File: src/rtl/set_key_ctrl.sv
// set_key_ctrl: synchronises and debounces the mode/adjust keys into clock field select and step pulses.
// Optional SET_AUTOREPEAT_EN adds auto-repeat of set_confirm while adjust is held.
module set_key_ctrl #(
    parameter int DEBOUNCE_CYCLES = 16,
    parameter int REPEAT_DELAY    = 500,
    parameter int REPEAT_PERIOD   = 100,
    parameter int CNT_W           = 10
) (
    input  logic       clk,
    input  logic       cr,
    input  logic       key_mode,
    input  logic       key_adjust,
    output logic [1:0] clock_set_select,
    output logic       set_confirm,
    output logic       set_active
);
    typedef enum logic [1:0] {RUN, SEC, MIN, HOUR} sel_t;

    if (DEBOUNCE_CYCLES < 2 || REPEAT_DELAY < 1 || REPEAT_PERIOD < 1 ||
        DEBOUNCE_CYCLES >= 2**CNT_W || REPEAT_DELAY >= 2**CNT_W || REPEAT_PERIOD >= 2**CNT_W) begin : g_bad_param
        $error("set_key_ctrl: counter parameters out of range for CNT_W");
    end

    logic [1:0]       w_raw;
    logic [1:0]       r_sync0, r_sync1, r_db, r_db_d;
    logic [CNT_W-1:0] r_db_cnt [2];
    logic [1:0]       w_rise;
    logic             w_mode_rise, w_adj_rise, w_rep;
    sel_t             r_sel, w_sel_nxt;
    logic             r_active, r_confirm, w_active_nxt, w_confirm_nxt;

    assign w_raw = {key_adjust, key_mode};

    // Level flips only once the synchronised key has disagreed for DEBOUNCE_CYCLES+1 samples
    always_ff @(posedge clk or negedge cr) begin
        if (!cr) begin
            r_sync0  <= '0;
            r_sync1  <= '0;
            r_db     <= '0;
            r_db_d   <= '0;
            r_db_cnt <= '{default: '0};
        end else begin
            r_sync0 <= w_raw;
            r_sync1 <= r_sync0;
            r_db_d  <= r_db;
            for (int k = 0; k < 2; k++) begin
                if (r_sync1[k] == r_db[k]) begin
                    r_db_cnt[k] <= '0;
                end else if (r_db_cnt[k] >= CNT_W'(DEBOUNCE_CYCLES)) begin
                    r_db[k]     <= ~r_db[k];
                    r_db_cnt[k] <= '0;
                end else begin
                    r_db_cnt[k] <= r_db_cnt[k] + 1'b1;
                end
            end
        end
    end

    assign w_rise      = r_db & ~r_db_d;
    assign w_mode_rise = w_rise[0];
    assign w_adj_rise  = w_rise[1];

`ifdef SET_AUTOREPEAT_EN
    logic             r_rep_arm, r_rep_first;
    logic [CNT_W-1:0] r_rep_cnt;

    assign w_rep = r_rep_arm & r_db[1] &
                   (r_rep_cnt == (r_rep_first ? CNT_W'(REPEAT_DELAY - 1) : CNT_W'(REPEAT_PERIOD - 1)));

    // Each emitted pulse restarts the interval; the press pulse selects the longer first delay
    always_ff @(posedge clk or negedge cr) begin
        if (!cr) begin
            r_rep_arm   <= 1'b0;
            r_rep_first <= 1'b0;
            r_rep_cnt   <= '0;
        end else if (w_mode_rise | ~r_db[1]) begin
            r_rep_arm <= 1'b0;
        end else if (w_confirm_nxt) begin
            r_rep_arm   <= 1'b1;
            r_rep_first <= w_adj_rise;
            r_rep_cnt   <= '0;
        end else if (r_rep_cnt != '1) begin
            r_rep_cnt <= r_rep_cnt + 1'b1;
        end
    end
`else
    assign w_rep = 1'b0;
`endif

    always_ff @(posedge clk or negedge cr) begin
        if (!cr) begin
            r_sel     <= RUN;
            r_active  <= 1'b0;
            r_confirm <= 1'b0;
        end else begin
            r_sel     <= w_sel_nxt;
            r_active  <= w_active_nxt;
            r_confirm <= w_confirm_nxt;
        end
    end

    always_comb begin
        w_sel_nxt = w_mode_rise ? sel_t'(r_sel + 2'd1) : r_sel;
    end

    // A mode edge wins over a coincident adjust edge
    always_comb begin
        w_active_nxt  = w_sel_nxt != RUN;
        w_confirm_nxt = ~w_mode_rise & r_active & ~r_confirm & (w_adj_rise | w_rep);
    end

    assign clock_set_select = r_sel;
    assign set_active       = r_active;
    assign set_confirm      = r_confirm;
endmodule
File: config.mk
export PLATFORM = sky130hd
export DESIGN_NAME = set_key_ctrl
export DESIGN_NICKNAME = d
export VERILOG_FILES = /design/src/rtl/set_key_ctrl.sv
export SDC_FILE = /design/constraint.sdc
export NUM_CORES = 1
export LEC_CHECK = 0
export CAP_MARGIN = 10
export CORE_ASPECT_RATIO = 1.1
export CORE_MARGIN = 5
export CORE_UTILIZATION = 49
export CTS_CLUSTER_DIAMETER = 150
export DETAILED_ROUTE_END_ITERATION = 7
export HOLD_SLACK_MARGIN = 0.03
export PLACE_DENSITY_LB_ADDON = 0.2
export SETUP_SLACK_MARGIN = 0.1
export SYNTH_ARGS = -nofsm -noshare
export SYNTH_HDL_FRONTEND = slang
export SYNTH_SLANG_ARGS = --single-unit
export TNS_END_PERCENT = 10
File: constraint.sdc
create_clock -name clk -period 1.1 [get_ports clk]
set_input_delay 0.22 -clock clk [delete_from_list [all_inputs] [get_ports clk]]
set_output_delay 0.22 -clock clk [all_outputs]
set_load 0.01 [all_outputs]
# After elaboration in Yosys (flattened, before gate mapping)
# Index checks and enable logic that the tools add are counted.
# word_totals
elab_cells	36
out_inout_bits	4
reg_bits	32
input_bits	4
# op_classes
add_sub_neg	3
n_eq_ne	2
mux	5
reduce_logical	3
n_lt_le_gt_ge	2
bitwise	11
# ops
operator	n
10-bit 2-to-1 mux	4
10-bit by 1-bit adder with 10-bit output, second input constant	2
10-bit by 5-bit >= comparator with 1-bit output, second input constant	2
1-bit inverter	6
2-bit AND reduction	2
1-bit bitwise AND	3
2-bit by 1-bit adder with 2-bit output, second input constant	1
2-bit bitwise AND	1
1-bit equality test	2
2-bit 2-to-1 mux	1
2-bit inverter	1
2-bit nonzero test	1

# Longest topological paths before layout
# logic_depth
word_depth	6
depth_mapped	4
ltp_nobuf	4

# Least setup slack after synthesis
# No wires, ideal clock.
# synth_path
path_kind	register to register
startpoint	register r_db_cnt[16] in the netlist's numbering
endpoint	register r_db[0]
synth_period_minus_slack_ns	1.148
path_buffers	0
arrival_time_ns	1.023
setup_time_ns	0.125
slack_ns	-0.048
required_ns	0.975
stages_incl_launch_ff	4
cell_sequence	dfrtp_1 > nor4_2 > nand2_1 > mux2_4
# synth_between
elab_chain_len	2
# synth_rtl
element	line_no	rtl
start, declared	26	logic [CNT_W-1:0] r_db_cnt [2];
start signal, assigned by index	53	r_db_cnt[k] <= r_db_cnt[k] + 1'b1;
10-bit by 5-bit >= comparator with 1-bit output	49	end else if (r_db_cnt[k] >= CNT_W'(DEBOUNCE_CYCLES)) begin
2-bit AND reduction (no line)	n/a	
end signal, assigned by index	50	r_db[k] <= ~r_db[k];
end, declared	25	logic [1:0] r_sync0, r_sync1, r_db, r_db_d;
# Every way passes these cells.
# A chain may end at the register's enable or synchronous reset.

# Final worst setup path
# layout_path
startpoint	register r_db_cnt[6] in the netlist's numbering
endpoint	register r_db[1]
# Same word-level chain as after synthesis.

==> flow_metrics.tcl <==
set metrics [dict create \
    power.density_nw_per_um2 1710 \
    track_usage_pct 9.76 \
    post-dp-hpwl_microns 928 \
    critPathBufInv 0 \
    synth-seq-cells 32 \
    synth.distinct_cells 15 \
    layout.nets 116 \
    firstDrtPassIters 2 \
    first_iter_violations 2 \
    die-area_sq_um 3330 \
    synth_area_leaders "dfrtp_1 72%, ha_1 4.5%, nor2_1 4.0%" \
    synthCells 80 \
    wl_per_cell_microns 9.61 \
    clk_latency_ns 0.32 \
    setup_viol 4 \
    yosys_warnings 0 \
    grt_max_degree 33 \
    cts.sinks 32 \
    finalClockSkew_ns 0.00725 \
    die_y_microns 60.1 \
    ctsRootBufferMaster "clkbuf_4" \
    cts_inserted_buffers 5 \
    coreArea_sq_um 2210 \
    drv_slew 0 \
    combPwrFrac_pct 14.7 \
    rows 18 \
    clk_path_buf_depth 2 \
    status "complete, but fails checks" \
    cp_max_fo 2 \
    via_per_inst 4.34 \
    port_buffers 7 \
    p_leak_nw 0.632 \
    cp-start-kind "flip-flop" \
    final.min_clock_period_ns 1.20 \
    path_clk_slew_ns 0.09 \
    final_core_utilization_pct 61.8 \
    seq_power_share_pct 56.5 \
    ios 8 \
    internal_power_w 0.00178 \
    fin_crit_sh_pct 109 \
    synth_top_cell_area_share_pct 71.7 \
    synth_edf_count 0 \
    clock.fmax_mhz 835 \
    drv_cap 0 \
    arrival_ns 1.40 \
    cts-htree-levels 2 \
    pre_cts_ws_ns -0.0881 \
    wl_microns 1340 \
    antenna_found_initial 0 \
    synth_common_cells "32 x dfrtp_1, 12 x nor2_1, 6 x inv_1, 6 x nand3_1, 5 x xor2_1" \
    async_flop_share_pct 100 \
    grt_first_pass_wirelength_microns 2290 \
    p_clk_share_pct 28.8 \
    critPathTopFamily "simple AND/OR/NAND/NOR gates" \
    slowest_delay_ns 0.38 \
    power.share.switching_pct 23.9 \
    syn_area_per_cell_sq_um 14.0 \
    setup_slack_ns -0.0976 \
    vias 603 \
    area_growth_pct 22.3 \
    globalRoute.totalOverflow 0 \
    whs_ns 0.256 \
    place_congestion 0.690 \
    drc 0 \
    initial_core_util_pct 50.6 \
    violations "negative setup slack" \
    grt_pass1_vias 563 \
    synth_largest_area_cell "dfrtp_1" \
    synth_most_common_cell "dfrtp_1" \
    path_cells "nor4_2, nand2_1, mux2_4" \
    cp_slowest_cell "dfrtp_1" \
    postRouteAntennaNets 0 \
    yosysSeqAreaShare_pct 71.7 \
    ys.flop_type "dfrtp_1" \
    die-width_microns 55.5 \
    end_kind "flip-flop" \
    antenna_cells 0 \
    p_sw_w 0.000558 \
    netlist_area_sq_um 1120 \
    hold_viol_final 0 \
    drive_gt1_share_pct 18.3 \
    holdCritPathClass "primary input to async pin" \
    cts_tree "built" \
    critPathKind "flip-flop to flip-flop" \
    critPathRequiredTime_ns 1.31 \
    irDropWorstVdd_uv 1480 \
    ctsHoldBuffers 0 \
    setup_tns_ns -0.207 \
    rsz0062_at_grt "true" \
]
## cells by family (layout without fill, tap and decap cells)
| family | Yosys count | after routing | share of synthesized area, % |
|---|---|---|---|
| buffers and inverters | 6 | 26 | 2.02 |
| other | 1 | 10 | 0.336 |
| and+or+nand+nor | 27 | 27 | 12.4 |
| muxes | 2 | 2 | 2.69 |
| xor gates and xnor gates | 8 | 8 | 6.28 |
| adders and majority gates | 4 | 4 | 4.48 |
| DFF | 32 | 32 | 71.7 |
## power by group through the flow
stage                     Combinational, W  Clock, W  Sequential (W)
after floorplan                  0.0000854         0         0.00137
after global placement            0.000350         0         0.00134
after detailed placement          0.000360         0         0.00134
after CTS                         0.000350  0.000716         0.00132
after global routing              0.000378  0.000757         0.00133
final                             0.000343  0.000673         0.00132
## sequential cells by signal, indices dropped and copies added, names as in the netlist
| name | cells |
|---|---|
| clock_set_select | 2 |
| r_db | 2 |
| r_db_cnt | 20 |
| r_db_d | 2 |
| r_sync0 | 2 |
| r_sync1 | 2 |
| set_active | 1 |
| set_confirm | 1 |
## metal layers
metal  global-route usage, %  wire length (microns)  up-vias
met2                    15.5                    672        9
met1                    9.52                    548      292
met5                       0                      0        -
met3                    6.26                     83        4
met4                    6.25                     31        0
li1                        -                      -      298
## through the flow
stage | area (sq um) | std cells | power [W]
finish | 1370 | 139 | 0.00234
global route | 1370 | 139 | 0.00247
CTS | 1360 | 139 | 0.00239
detailed placement | 1300 | 130 | 0.00170
global placement | 1300 | 130 | 0.00169
floorplan | 1150 | 89 | 0.00146
## final timing paths
check | cells after the start | slack, ns | from | endpoint
max in group asynchronous | 2 | 0.68 | cr | r_db[1]
worst min register to register | 0 | 0.35 | r_sync0[0] | r_sync1[0]
worst max-delay path | 3 | -0.1 | r_db_cnt[6] | r_db[1]
worst max register to register | 3 | -0.1 | r_db_cnt[6] | r_db[1]
min in group clk | 1 | 0.33 | key_adjust | r_sync0[1]
worst min-delay path | 2 | 0.26 | cr | r_db_d[1]
## worst reg2reg max path, cell delays in order (launching register included)
cell and delay [ns]:
dfrtp_1 0.38, nor4_2 0.30, nand2_1 0.11, mux2_4 0.30
## cell type report
class | instances | area [sq um]
well taps | 30 | 37.5
clock buffers | 7 | 55.1
fillers | 191 | 842
inverters | 6 | 22.5
repair buffers | 12 | 106
clock inverters | 1 | 7.51
flip-flops and latches | 32 | 801
multi-input cells | 51 | 335
## repair_timing
action,4_1_cts,5_1_grt
setup buffers,1,0
endpoints found under the hold margin,0,0
pin swaps,2,0
setup endpoints to repair,17,17
resized for setup,17,1
## cells in the final DEF (no fill, tap or decap)
cell type and instances:
dfrtp_1 32, nor2_1 12, conb_1 10, inv_1 6, nand3_1 6, xor2_1 5, clkbuf_4 5, ha_1 4
buf_4 4, xnor2_1 3, nand2_1 3, clkdlybuf4s50_1 3, buf_2 3, mux2_4 2, nor4_2 1, and2b_1 1
nor4_4 1, nand3b_1 1, or2_1 1, nor4_1 1, clkbuf_8 1, clkinvlp_4 1, clkbuf_1 1, buf_6 1
buf_12 1
(Power assumes the default switching activity.)
